==> src/rtl/pwm_fade_ctrl_pkg.sv <==
`default_nettype none
// ============================================================================
//  Module      : pwm_ctrl_pkg
//  Description : Shared widths, state encoding and the step-rate rule for
//                the PWM fade sequencer.
//  Revision    : 1.0 - initial release
// ============================================================================
package pwm_ctrl_pkg;

  // Default widths; the duty width tracks the PWM counter it drives.
  localparam int DEF_DUTY_W = 8;
  localparam int DEF_RATE_W = 16;

  // Sequencer state encoding (kept as plain constants for legacy tools).
  localparam int STATE_W = 2;
  localparam logic [1:0] IDLE    = 2'd0;
  localparam logic [1:0] RAMP    = 2'd1;
  localparam logic [1:0] BR_UP   = 2'd2;
  localparam logic [1:0] BR_DOWN = 2'd3;

  typedef logic [STATE_W-1:0] state_t;

  // A zero rate would mean "never step"; it is promoted to one step per clock.
  function automatic int unsigned eff_rate(input int unsigned rate);
    return (rate == 0) ? 32'd1 : rate;
  endfunction

endpackage : pwm_ctrl_pkg
`default_nettype wire

==> src/rtl/pwm_fade_ctrl_if.sv <==
`default_nettype none
// ============================================================================
//  Module      : pwm_fade_ctrl_if
//  Description : Command handshake between the control logic (master) and
//                the fade sequencer (slave).
//  Revision    : 1.0 - initial release
// ============================================================================
interface pwm_fade_ctrl_if
  import pwm_ctrl_pkg::*;
#(
  parameter int DUTY_W = DEF_DUTY_W,
  parameter int RATE_W = DEF_RATE_W
);

  logic              cmd_valid;
  logic              cmd_ready;
  logic [DUTY_W-1:0] cmd_target;
  logic [RATE_W-1:0] cmd_rate;
  logic              cmd_mode;

  modport master (
    output cmd_valid,
    output cmd_target,
    output cmd_rate,
    output cmd_mode,
    input  cmd_ready
  );

  modport slave (
    input  cmd_valid,
    input  cmd_target,
    input  cmd_rate,
    input  cmd_mode,
    output cmd_ready
  );

endinterface : pwm_fade_ctrl_if
`default_nettype wire

==> src/rtl/pwm_fade_ctrl_step_timer.sv <==
`default_nettype none
// ============================================================================
//  Module      : step_timer
//  Description : Down-counting step timer. Emits one tick every `period`
//                clocks after a load; clr holds it idle at zero.
//  Revision    : 1.0 - initial release
// ============================================================================
module step_timer #(
  parameter int RATE_W = 16
) (
  input  wire logic              clk,
  input  wire logic              rst,
  input  wire logic              load,
  input  wire logic              clr,
  input  wire logic [RATE_W-1:0] period,
  output logic                   tick
);

  logic [RATE_W-1:0] r_count;
  logic [RATE_W-1:0] w_reload;

  // period is never zero here (the caller applies the 0->1 rule).
  assign w_reload = period - RATE_W'(1);

  // Tick on the last cycle of each period; load/clr take precedence.
  assign tick = (r_count == '0) && !clr && !load;

  // Count down, reloading on load and after every tick.
  always_ff @(posedge clk or posedge rst) begin
    if (rst) begin
      r_count <= '0;
    end else if (clr) begin
      r_count <= '0;
    end else if (load || tick) begin
      r_count <= w_reload;
    end else begin
      r_count <= r_count - RATE_W'(1);
    end
  end

endmodule : step_timer
`default_nettype wire

==> src/rtl/pwm_fade_ctrl.sv <==
`default_nettype none
// ============================================================================
//  Module      : pwm_fade_ctrl
//  Description : Ramp / breathe sequencer for the PWM duty_cycle input.
//                Steps the duty value by +/-1 every `rate` clocks.
//  Revision    : 1.0 - initial release
// ============================================================================
module pwm_fade_ctrl
  import pwm_ctrl_pkg::*;
#(
  parameter int DUTY_W = DEF_DUTY_W,
  parameter int RATE_W = DEF_RATE_W
) (
  input  wire logic        clk,
  input  wire logic        rst,
  pwm_fade_ctrl_if.slave   cmd,
  input  wire logic        abort,
  output logic [DUTY_W-1:0] duty_cycle,
  output logic             busy,
  output logic             done
);

  state_t            r_state;
  logic [DUTY_W-1:0] r_duty;
  logic              r_done;
  logic [DUTY_W-1:0] r_target;
  logic [RATE_W-1:0] r_rate;
  logic              r_breathe;

  logic              w_accept;
  logic              w_breathe;
  logic [RATE_W-1:0] w_eff_rate;
  logic [RATE_W-1:0] w_period;
  logic              w_tick;
  logic              w_tmr_clr;
  logic [DUTY_W-1:0] w_duty_inc;
  logic [DUTY_W-1:0] w_duty_dec;
  logic [DUTY_W-1:0] w_ramp_next;

  assign cmd.cmd_ready = (r_state == IDLE) && !abort;
  assign w_accept      = cmd.cmd_valid && cmd.cmd_ready;

  // Breathing towards zero has no upper endpoint, so it degrades to a ramp.
  assign w_breathe  = cmd.cmd_mode && (cmd.cmd_target != '0);
  assign w_eff_rate = RATE_W'(eff_rate(32'(cmd.cmd_rate)));

  // The timer needs the incoming rate on the accept cycle, the latched one after.
  assign w_period  = w_accept ? w_eff_rate : r_rate;
  assign w_tmr_clr = abort || ((r_state == IDLE) && !w_accept);

  assign w_duty_inc  = r_duty + DUTY_W'(1);
  assign w_duty_dec  = r_duty - DUTY_W'(1);
  assign w_ramp_next = (r_duty < r_target) ? w_duty_inc : w_duty_dec;

  step_timer #(
    .RATE_W (RATE_W)
  ) u_step_timer (
    .clk    (clk),
    .rst    (rst),
    .load   (w_accept),
    .clr    (w_tmr_clr),
    .period (w_period),
    .tick   (w_tick)
  );

  // Sequencer: command latch, state transitions and the duty register.
  always_ff @(posedge clk or posedge rst) begin
    if (rst) begin
      r_state   <= IDLE;
      r_duty    <= '0;
      r_done    <= 1'b0;
      r_target  <= '0;
      r_rate    <= RATE_W'(1);
      r_breathe <= 1'b0;
    end else begin
      r_done <= 1'b0;
      if (abort) begin
        // Freeze duty where it is; no done, timer cleared via w_tmr_clr.
        r_state <= IDLE;
      end else begin
        case (r_state)
          IDLE: begin
            if (w_accept) begin
              r_target  <= cmd.cmd_target;
              r_rate    <= w_eff_rate;
              r_breathe <= w_breathe;
              if (!w_breathe) begin
                if (cmd.cmd_target == r_duty) begin
                  r_done <= 1'b1;
                end else begin
                  r_state <= RAMP;
                end
              end else if (r_duty < cmd.cmd_target) begin
                r_state <= BR_UP;
              end else begin
                r_state <= BR_DOWN;
              end
            end
          end
          RAMP: begin
            if (w_tick) begin
              r_duty <= w_ramp_next;
              if (w_ramp_next == r_target) begin
                r_state <= IDLE;
                r_done  <= !r_breathe;
              end
            end
          end
          BR_UP: begin
            if (w_tick) begin
              r_duty <= w_duty_inc;
              if (w_duty_inc == r_target) begin
                r_state <= BR_DOWN;
              end
            end
          end
          BR_DOWN: begin
            if (w_tick) begin
              r_duty <= w_duty_dec;
              if (w_duty_dec == '0) begin
                r_state <= BR_UP;
              end
            end
          end
          default: r_state <= IDLE;
        endcase
      end
    end
  end

  assign duty_cycle = r_duty;
  assign done       = r_done;
  assign busy       = (r_state != IDLE);

endmodule : pwm_fade_ctrl
`default_nettype wire

==> src/flat_wrapper.sv <==
// flat-port wrapper written by rule: the top's interface ports become plain ports
module pwm_fade_ctrl_flat import pwm_ctrl_pkg::*;
#(
  parameter int DUTY_W = DEF_DUTY_W,
  parameter int RATE_W = DEF_RATE_W
)
  (clk, rst, abort, duty_cycle, busy, done, cmd_cmd_valid, cmd_cmd_target, cmd_cmd_rate, cmd_cmd_mode, cmd_cmd_ready);
  pwm_fade_ctrl_if #(.DUTY_W(DUTY_W), .RATE_W(RATE_W)) cmd_i ();
  input  wire logic clk;
  input  wire logic rst;
  input  wire logic abort;
  output logic [DUTY_W-1:0] duty_cycle;
  output logic busy;
  output logic done;
  input wire logic [$bits(cmd_i.cmd_valid)-1:0] cmd_cmd_valid;
  input wire logic [$bits(cmd_i.cmd_target)-1:0] cmd_cmd_target;
  input wire logic [$bits(cmd_i.cmd_rate)-1:0] cmd_cmd_rate;
  input wire logic [$bits(cmd_i.cmd_mode)-1:0] cmd_cmd_mode;
  output wire logic [$bits(cmd_i.cmd_ready)-1:0] cmd_cmd_ready;
  assign cmd_i.cmd_valid = cmd_cmd_valid;
  assign cmd_i.cmd_target = cmd_cmd_target;
  assign cmd_i.cmd_rate = cmd_cmd_rate;
  assign cmd_i.cmd_mode = cmd_cmd_mode;
  assign cmd_cmd_ready = cmd_i.cmd_ready;
  pwm_fade_ctrl #(.DUTY_W(DUTY_W), .RATE_W(RATE_W)) u_core (.clk(clk), .rst(rst), .cmd(cmd_i), .abort(abort), .duty_cycle(duty_cycle), .busy(busy), .done(done));
endmodule
==> config.mk <==
export PLATFORM = sky130hd
export DESIGN_NAME = pwm_fade_ctrl_flat
export DESIGN_NICKNAME = d
export VERILOG_FILES = /design/src/rtl/pwm_fade_ctrl_pkg.sv /design/src/rtl/pwm_fade_ctrl_if.sv /design/src/rtl/pwm_fade_ctrl_step_timer.sv /design/src/rtl/pwm_fade_ctrl.sv /design/src/flat_wrapper.sv
export SDC_FILE = /design/constraint.sdc
export NUM_CORES = 1
export LEC_CHECK = 0
export CAP_MARGIN = 10
export CORE_ASPECT_RATIO = 1.4
export CORE_MARGIN = 8
export CORE_UTILIZATION = 45
export DETAILED_ROUTE_END_ITERATION = 8
export PLACE_DENSITY = 0.65
export RECOVER_POWER = 50
export SETUP_SLACK_MARGIN = 0.2
export SYNTH_ARGS = -nofsm -noshare
export SYNTH_HDL_FRONTEND = slang
export SYNTH_SLANG_ARGS = --single-unit
export TNS_END_PERCENT = 100
==> constraint.sdc <==
create_clock -name clk -period 5.15 [get_ports clk]
set_input_delay 1.545 -clock clk [delete_from_list [all_inputs] [get_ports clk]]
set_output_delay 1.545 -clock clk [all_outputs]
set_load 0.05 [all_outputs]
## After elaboration in Yosys (flattened, before gate mapping)

Index checks and enable logic that the tools add are counted.

- Flip-flop bits (word level): 52
- Latch bits: 0
- Memory bits (writable): 0
- ROM bits: 0
- Input port bits: 29
- Output and inout port bits: 11
- Word-level logic and storage cells: 82
- Memories kept: 0

- Add/sub/neg operators: 4
- Multipliers: 0
- Divide/modulo/power cells: 0
- Order comparisons: 2
- Equal/unequal tests: 17
- Shift-type cells: 0
- Mux-type cells: 28
- Bitwise gates (word level): 1
- Reductions and logical operators: 23

Operators by type and width:

| cell | number |
|---|---|
| $mux W16 | 4 |
| $logic_not A16 Y1 | 2 |
| $mux W8 | 4 |
| $sub A16 B1 Y16 const B | 2 |
| $eq A8 B8 Y1 | 3 |
| $pmux W8 S3 | 1 |
| $mux W2 | 10 |
| $lt A8 B8 Y1 | 2 |
| $ne A3 B3 Y1 const B | 4 |
| $ne A3 B2 Y1 const B | 3 |
| $add A8 B1 Y8 const B | 1 |
| $logic_not A8 Y1 | 1 |
| $pmux W2 S4 | 1 |
| $reduce_and A8 Y1 | 1 |
| $reduce_bool A8 Y1 | 1 |
| $sub A8 B1 Y8 const B | 1 |
| $mux W1 | 7 |
| $logic_and A1 B1 Y1 | 6 |
| $ne A2 B2 Y1 const B | 3 |
| $reduce_and A5 Y1 | 1 |
| $eq A2 B2 Y1 const B | 2 |
| $logic_not A1 Y1 | 4 |
| $ne A4 B3 Y1 const B | 1 |
| $reduce_and A3 Y1 | 1 |
| other kinds (8) | 9 |

## Logic depth before layout (Yosys ltp)

- Depth after elaboration: 12
- Mapped depth: 13
- Gate-level depth less buffers: 12

## Hierarchy

Synthesis repeated with hierarchy kept, for this count alone.

- Cell total of the unflattened synthesis: 432
- Area total of the unflattened synthesis: 4010.1 um^2

By module, submodules not included:

| module | instances | cells an instance | area an instance (um^2) |
|---|---|---|---|
| pwm_fade_ctrl | 1 | 295 | 2745.1 |
| step_timer | 1 | 137 | 1265.0 |

## Worst setup path after synthesis

No wires, ideal clock.

- Path type: input to output
- From: input port abort
- To: output port cmd_cmd_ready
- Data arrival time: 2.362 ns
- Required time: 3.605 ns
- Path slack: 1.243 ns
- Cell stages on the path: 2
- Buffers on the path: 1
- Cell sequence: buf_2 > nor2_1

- Longest elaborated chain between the ends: 2

Ends and longest elaborated chain:

| element | line | source |
|---|---|---|
| start: declaration | flat_wrapper.sv:11 | `input wire logic abort;` |
| $logic_not A1 Y1 | pwm_fade_ctrl.sv:40 | `assign cmd.cmd_ready = (r_state == IDLE) && !abort;` |
| $logic_and A1 B1 Y1 | pwm_fade_ctrl.sv:40 |  |
| end: declaration | flat_wrapper.sv:19 | `output wire logic [$bits(cmd_i.cmd_ready)-1:0] cmd_cmd_ready;` |

No other way between the ends.

## Final worst setup path

Ends and elaborated chain as after synthesis.

==> reports/summary.json <==
{
  "run_status": {"value": "finished clean"},
  "route.vias.total": {"value": 3515},
  "synth_enable_flop_cells": {"value": 0},
  "max_freq": {"value": 212, "unit": "MHz"},
  "sequential_cell_area": {"value": 0.00130, "unit": "mm^2"},
  "fp-row-count": {"value": 40},
  "final.setup.worst_slack": {"value": 0.434, "unit": "ns"},
  "worstHoldStart": {"value": "u_core.r_rate[15]"},
  "hold_path.class": {"value": "flop to flop"},
  "number_of_design_rule_violations_left_by_the_first_detailed_router_iteration": {"value": 143},
  "avgRoutedWirePerCell": {"value": 17.9, "unit": "um"},
  "tightest_pin_transition": {"value": 1.32, "unit": "ns"},
  "seqPwrFrac": {"value": 0.261},
  "yosysSeqAreaShare": {"value": 0.326},
  "ctsLongestPathBuffers": {"value": 2},
  "area_of_the_multi_input_gates": {"value": 0.00247, "unit": "mm^2"},
  "clock_tree.root_cell": {"value": "sky130_fd_sc_hd__clkbuf_16"},
  "ff2ff_path_depth": {"value": 10},
  "power_per_cell_area": {"value": 690, "unit": "mW/mm^2"},
  "cts.reportedPaths.clkPinSlew": {"value": 0.07, "unit": "ns"},
  "flip_flop_and_latch_count_after_synthesis": {"value": 52},
  "floorplan.io_pins": {"value": 40},
  "post_synth.cell_area_avg": {"value": 8.63, "unit": "um^2"},
  "netlist_instances": {"value": 463},
  "final_antenna_net_count": {"value": 0},
  "asyncSetResetFlopFracSynth": {"value": 1.00},
  "postCtsSetupRepairBufs": {"value": 0},
  "syn2layout_area_growth": {"value": 14.7, "unit": "%"},
  "yosysUniqueCellTypes": {"value": 71},
  "critical-path-slowest-cell": {"value": "sky130_fd_sc_hd__clkdlybuf4s50_1"},
  "grt_start_max_net_pins": {"value": 33},
  "syn_area": {"value": 0.00400, "unit": "mm^2"},
  "mostFrequentLayoutCells": {"value": "sky130_fd_sc_hd__nand2_1, sky130_fd_sc_hd__dfrtp_1, sky130_fd_sc_hd__clkdlybuf4s50_1"},
  "grt_pass1_vias": {"value": 3715},
  "ys.flop_type": {"value": "sky130_fd_sc_hd__dfrtp_1"},
  "endpoint_kind_of_the_worst_setup_timing_path": {"value": "output pin"},
  "slew_viol_final": {"value": 0},
  "power.combinational.fraction": {"value": 0.631},
  "core_region_area": {"value": 0.00861, "unit": "mm^2"},
  "tritoncts": {"value": "yes"},
  "critical_path.max_fanout": {"value": 5},
  "hold_violations": {"value": 0},
  "drc": {"value": 0},
  "clock_sink_count": {"value": 52},
  "most_common_cell_after_layout_fill_and_taps_aside": {"value": "sky130_fd_sc_hd__nand2_1"},
  "y_dimension_of_the_die": {"value": 127, "unit": "um"},
  "crit_path_max_incr_delay": {"value": 0.83, "unit": "ns"},
  "drt-vias-per-instance": {"value": 5.90},
  "max_slew_margin": {"value": 0.116},
  "grt_pass1_wl": {"value": 17.9, "unit": "mm"},
  "worstSetupStartpointType": {"value": "primary input"},
  "worstReg2RegEnd": {"value": "u_core.r_state[1]"},
  "ff2ff_setup_slack": {"value": 1.57, "unit": "ns"},
  "totalNegativeSetupSlack": {"value": 0, "unit": "ns"},
  "share_of_layout_cells_above_drive_strength_1": {"value": 0.0733},
  "postSynthNetCount": {"value": 516},
  "setup-violations-final": {"value": 0},
  "cts_inserted_buffers": {"value": 5},
  "timing.max_cap.violations": {"value": 0},
  "dp_hpwl": {"value": 8.28, "unit": "mm"},
  "synth_warnings": {"value": 0},
  "cts_repair_resize_count": {"value": 0},
  "die_width": {"value": 95.6, "unit": "um"},
  "n_antenna_cell": {"value": 0},
  "vdd_drop_max": {"value": 0.000316, "unit": "V"},
  "switching_power": {"value": 1.57, "unit": "mW"},
  "whs_endpoint": {"value": "u_core.r_rate[15]"},
  "reg2reg_from": {"value": "u_core.duty_cycle[0]"},
  "firstDrtPassIters": {"value": 4},
  "clock_power_share": {"value": 0.108},
  "full_die_area": {"value": 0.0122, "unit": "mm^2"},
  "final.hold.worst_slack": {"value": 0.479, "unit": "ns"},
  "antenna_violations_before_repair": {"value": 0},
  "clock_insertion_delay_worst_skew": {"value": 0.29, "unit": "ns"},
  "switching_share": {"value": 0.498},
  "dpl_worst_slack": {"value": 0.545, "unit": "ns"},
  "critical_path.cell_chain": {"value": "dlygate4sd3_1 -> nor2_1 -> clkdlybuf4s50_1"},
  "gr-total-overflow": {"value": 0},
  "cp.arrival": {"value": 3.17, "unit": "ns"},
  "timing.critical_path.required": {"value": 3.61, "unit": "ns"},
  "postCtsHoldBufs": {"value": 0},
  "time_the_worst_path_needs_with_i_o_delays_and_setup": {"value": 4.72, "unit": "ns"},
  "grt.total_usage": {"value": 0.185},
  "timing.critical_path.buf_inv": {"value": 2},
  "final_net_count": {"value": 543},
  "initial_utilization": {"value": 0.464},
  "gp_congestion": {"value": 0.891},
  "p_leak": {"value": 1.92, "unit": "nW"},
  "clock_tree.htree_level_count": {"value": 2},
  "worst-setup-path-type": {"value": "primary input to output pin"},
  "routed_wl": {"value": 10.7, "unit": "mm"},
  "final_min_period_over_clock_period": {"value": 0.916},
  "port-buffer-count": {"value": 39},
  "critical_path.top_delay_family": {"value": "buffers and inverters"},
  "unrepaired_setup_endpoints_after_global_routing": {"value": "false"},
  "timing.clock.skew": {"value": 0.00403, "unit": "ns"},
  "power.internal": {"value": 1.59, "unit": "mW"},
  "whs_path_cells": {"value": 2},
  "final.fill_count": {"value": 821}
}
## stage by stage
stage          cell area, um^2  cells  total power, mW  utilization
2_1_floorplan             4000    463             2.35            -
3_3_place_gp              4450    588             2.79        0.517
3_5_place_dp              4450    588             2.83        0.517
4_1_cts                   4600    596             3.18        0.534
5_1_grt                   4580    596             3.43        0.532
6_report                  4580    596             3.16        0.532
## cells by family after synthesis
family,synth area share
xor gates and xnor gates,0.0780
AOI/OAI and AO/OA,0.167
adders and majority gates,0.0752
and+or+nand+nor,0.250
DFF,0.326
buffers and inverters,0.0548
muxes,0.0495
## Yosys cell counts (4+ instances only)
cell | count | area share
sky130_fd_sc_hd__nor3_1 | 18 | 0.023
sky130_fd_sc_hd__ha_1 | 24 | 0.075
sky130_fd_sc_hd__nand4_1 | 9 | 0.014
sky130_fd_sc_hd__inv_1 | 26 | 0.024
sky130_fd_sc_hd__nand3_1 | 7 | 0.0088
sky130_fd_sc_hd__xor2_1 | 13 | 0.029
sky130_fd_sc_hd__nand2b_1 | 9 | 0.014
sky130_fd_sc_hd__or3_1 | 8 | 0.013
sky130_fd_sc_hd__xnor2_1 | 20 | 0.044
sky130_fd_sc_hd__nand2_1 | 61 | 0.057
sky130_fd_sc_hd__nor2_1 | 27 | 0.025
sky130_fd_sc_hd__a211oi_1 | 6 | 0.011
sky130_fd_sc_hd__mux2_2 | 4 | 0.011
sky130_fd_sc_hd__dfrtp_1 | 51 | 0.32
sky130_fd_sc_hd__and2_1 | 4 | 0.0063
sky130_fd_sc_hd__nor2b_1 | 6 | 0.0094
sky130_fd_sc_hd__buf_2 | 7 | 0.0088
sky130_fd_sc_hd__clkbuf_1 | 14 | 0.013
sky130_fd_sc_hd__o31ai_1 | 5 | 0.0094
sky130_fd_sc_hd__or2_2 | 4 | 0.0063
sky130_fd_sc_hd__o21ai_0 | 29 | 0.036
sky130_fd_sc_hd__a21oi_1 | 22 | 0.028
sky130_fd_sc_hd__mux2i_1 | 13 | 0.033
sky130_fd_sc_hd__nor4_1 | 10 | 0.016
## sequential cells by signal, indices dropped and copies added (netlist names)
| register | count |
|---|---|
| u_core.r_rate | 16 |
| u_core.r_target | 8 |
| u_core.r_state | 2 |
| u_core.u_step_timer.r_count | 16 |
| u_core.duty_cycle | 8 |
| u_core.done | 1 |
| u_core.r_breathe | 1 |
## power by group through the flow
stage / registers (mW) / clock network (mW) / logic [mW]
floorplan: 0.809 / 0 / 1.54
finish: 0.825 / 0.341 / 2.00
detailed placement: 0.830 / 0 / 2.00
global route: 0.855 / 0.363 / 2.21
global placement: 0.826 / 0 / 1.97
CTS: 0.824 / 0.350 / 2.00
## routing by layer
layer  track usage  share of wire  vias to the layer above
met1         0.197           0.40                     1706
met2         0.345           0.54                       76
met3        0.0258          0.032                       25
li1              -              -                     1708
met5             0              0                        -
met4        0.0790          0.032                        0
## tightest hold or removal path, stage by stage (launching register included)
cell                      delay (ns)
sky130_fd_sc_hd__dfrtp_1        0.32
sky130_fd_sc_hd__nand2_1        0.05
sky130_fd_sc_hd__nand2_1        0.07
## worst max-delay path by stage
stage / endpoint / slack [ns] / from / cells past startpoint
2_1_floorplan: cmd_cmd_ready / 1.24 / abort / 2
4_1_cts: cmd_cmd_ready / 0.55 / abort / 3
6_report: cmd_cmd_ready / 0.43 / abort / 3
3_5_place_dp: u_core.u_step_timer.r_count[10] / 0.55 / cmd_cmd_valid / 11
3_3_place_gp: cmd_cmd_ready / 0.55 / abort / 3
5_1_grt: cmd_cmd_ready / 0.41 / abort / 3
## area by class of cell
| type | instances | share of cell area |
|---|---|---|
| inverter | 27 | 0.0221 |
| timing repair buffer | 46 | 0.0934 |
| clock buffer | 6 | 0.0281 |
| sequential | 52 | 0.284 |
| multi-input combinational | 358 | 0.540 |
| tap | 105 | 0.0287 |
| clock inverter | 2 | 0.00355 |
Power figures use the tool's default switching activity.
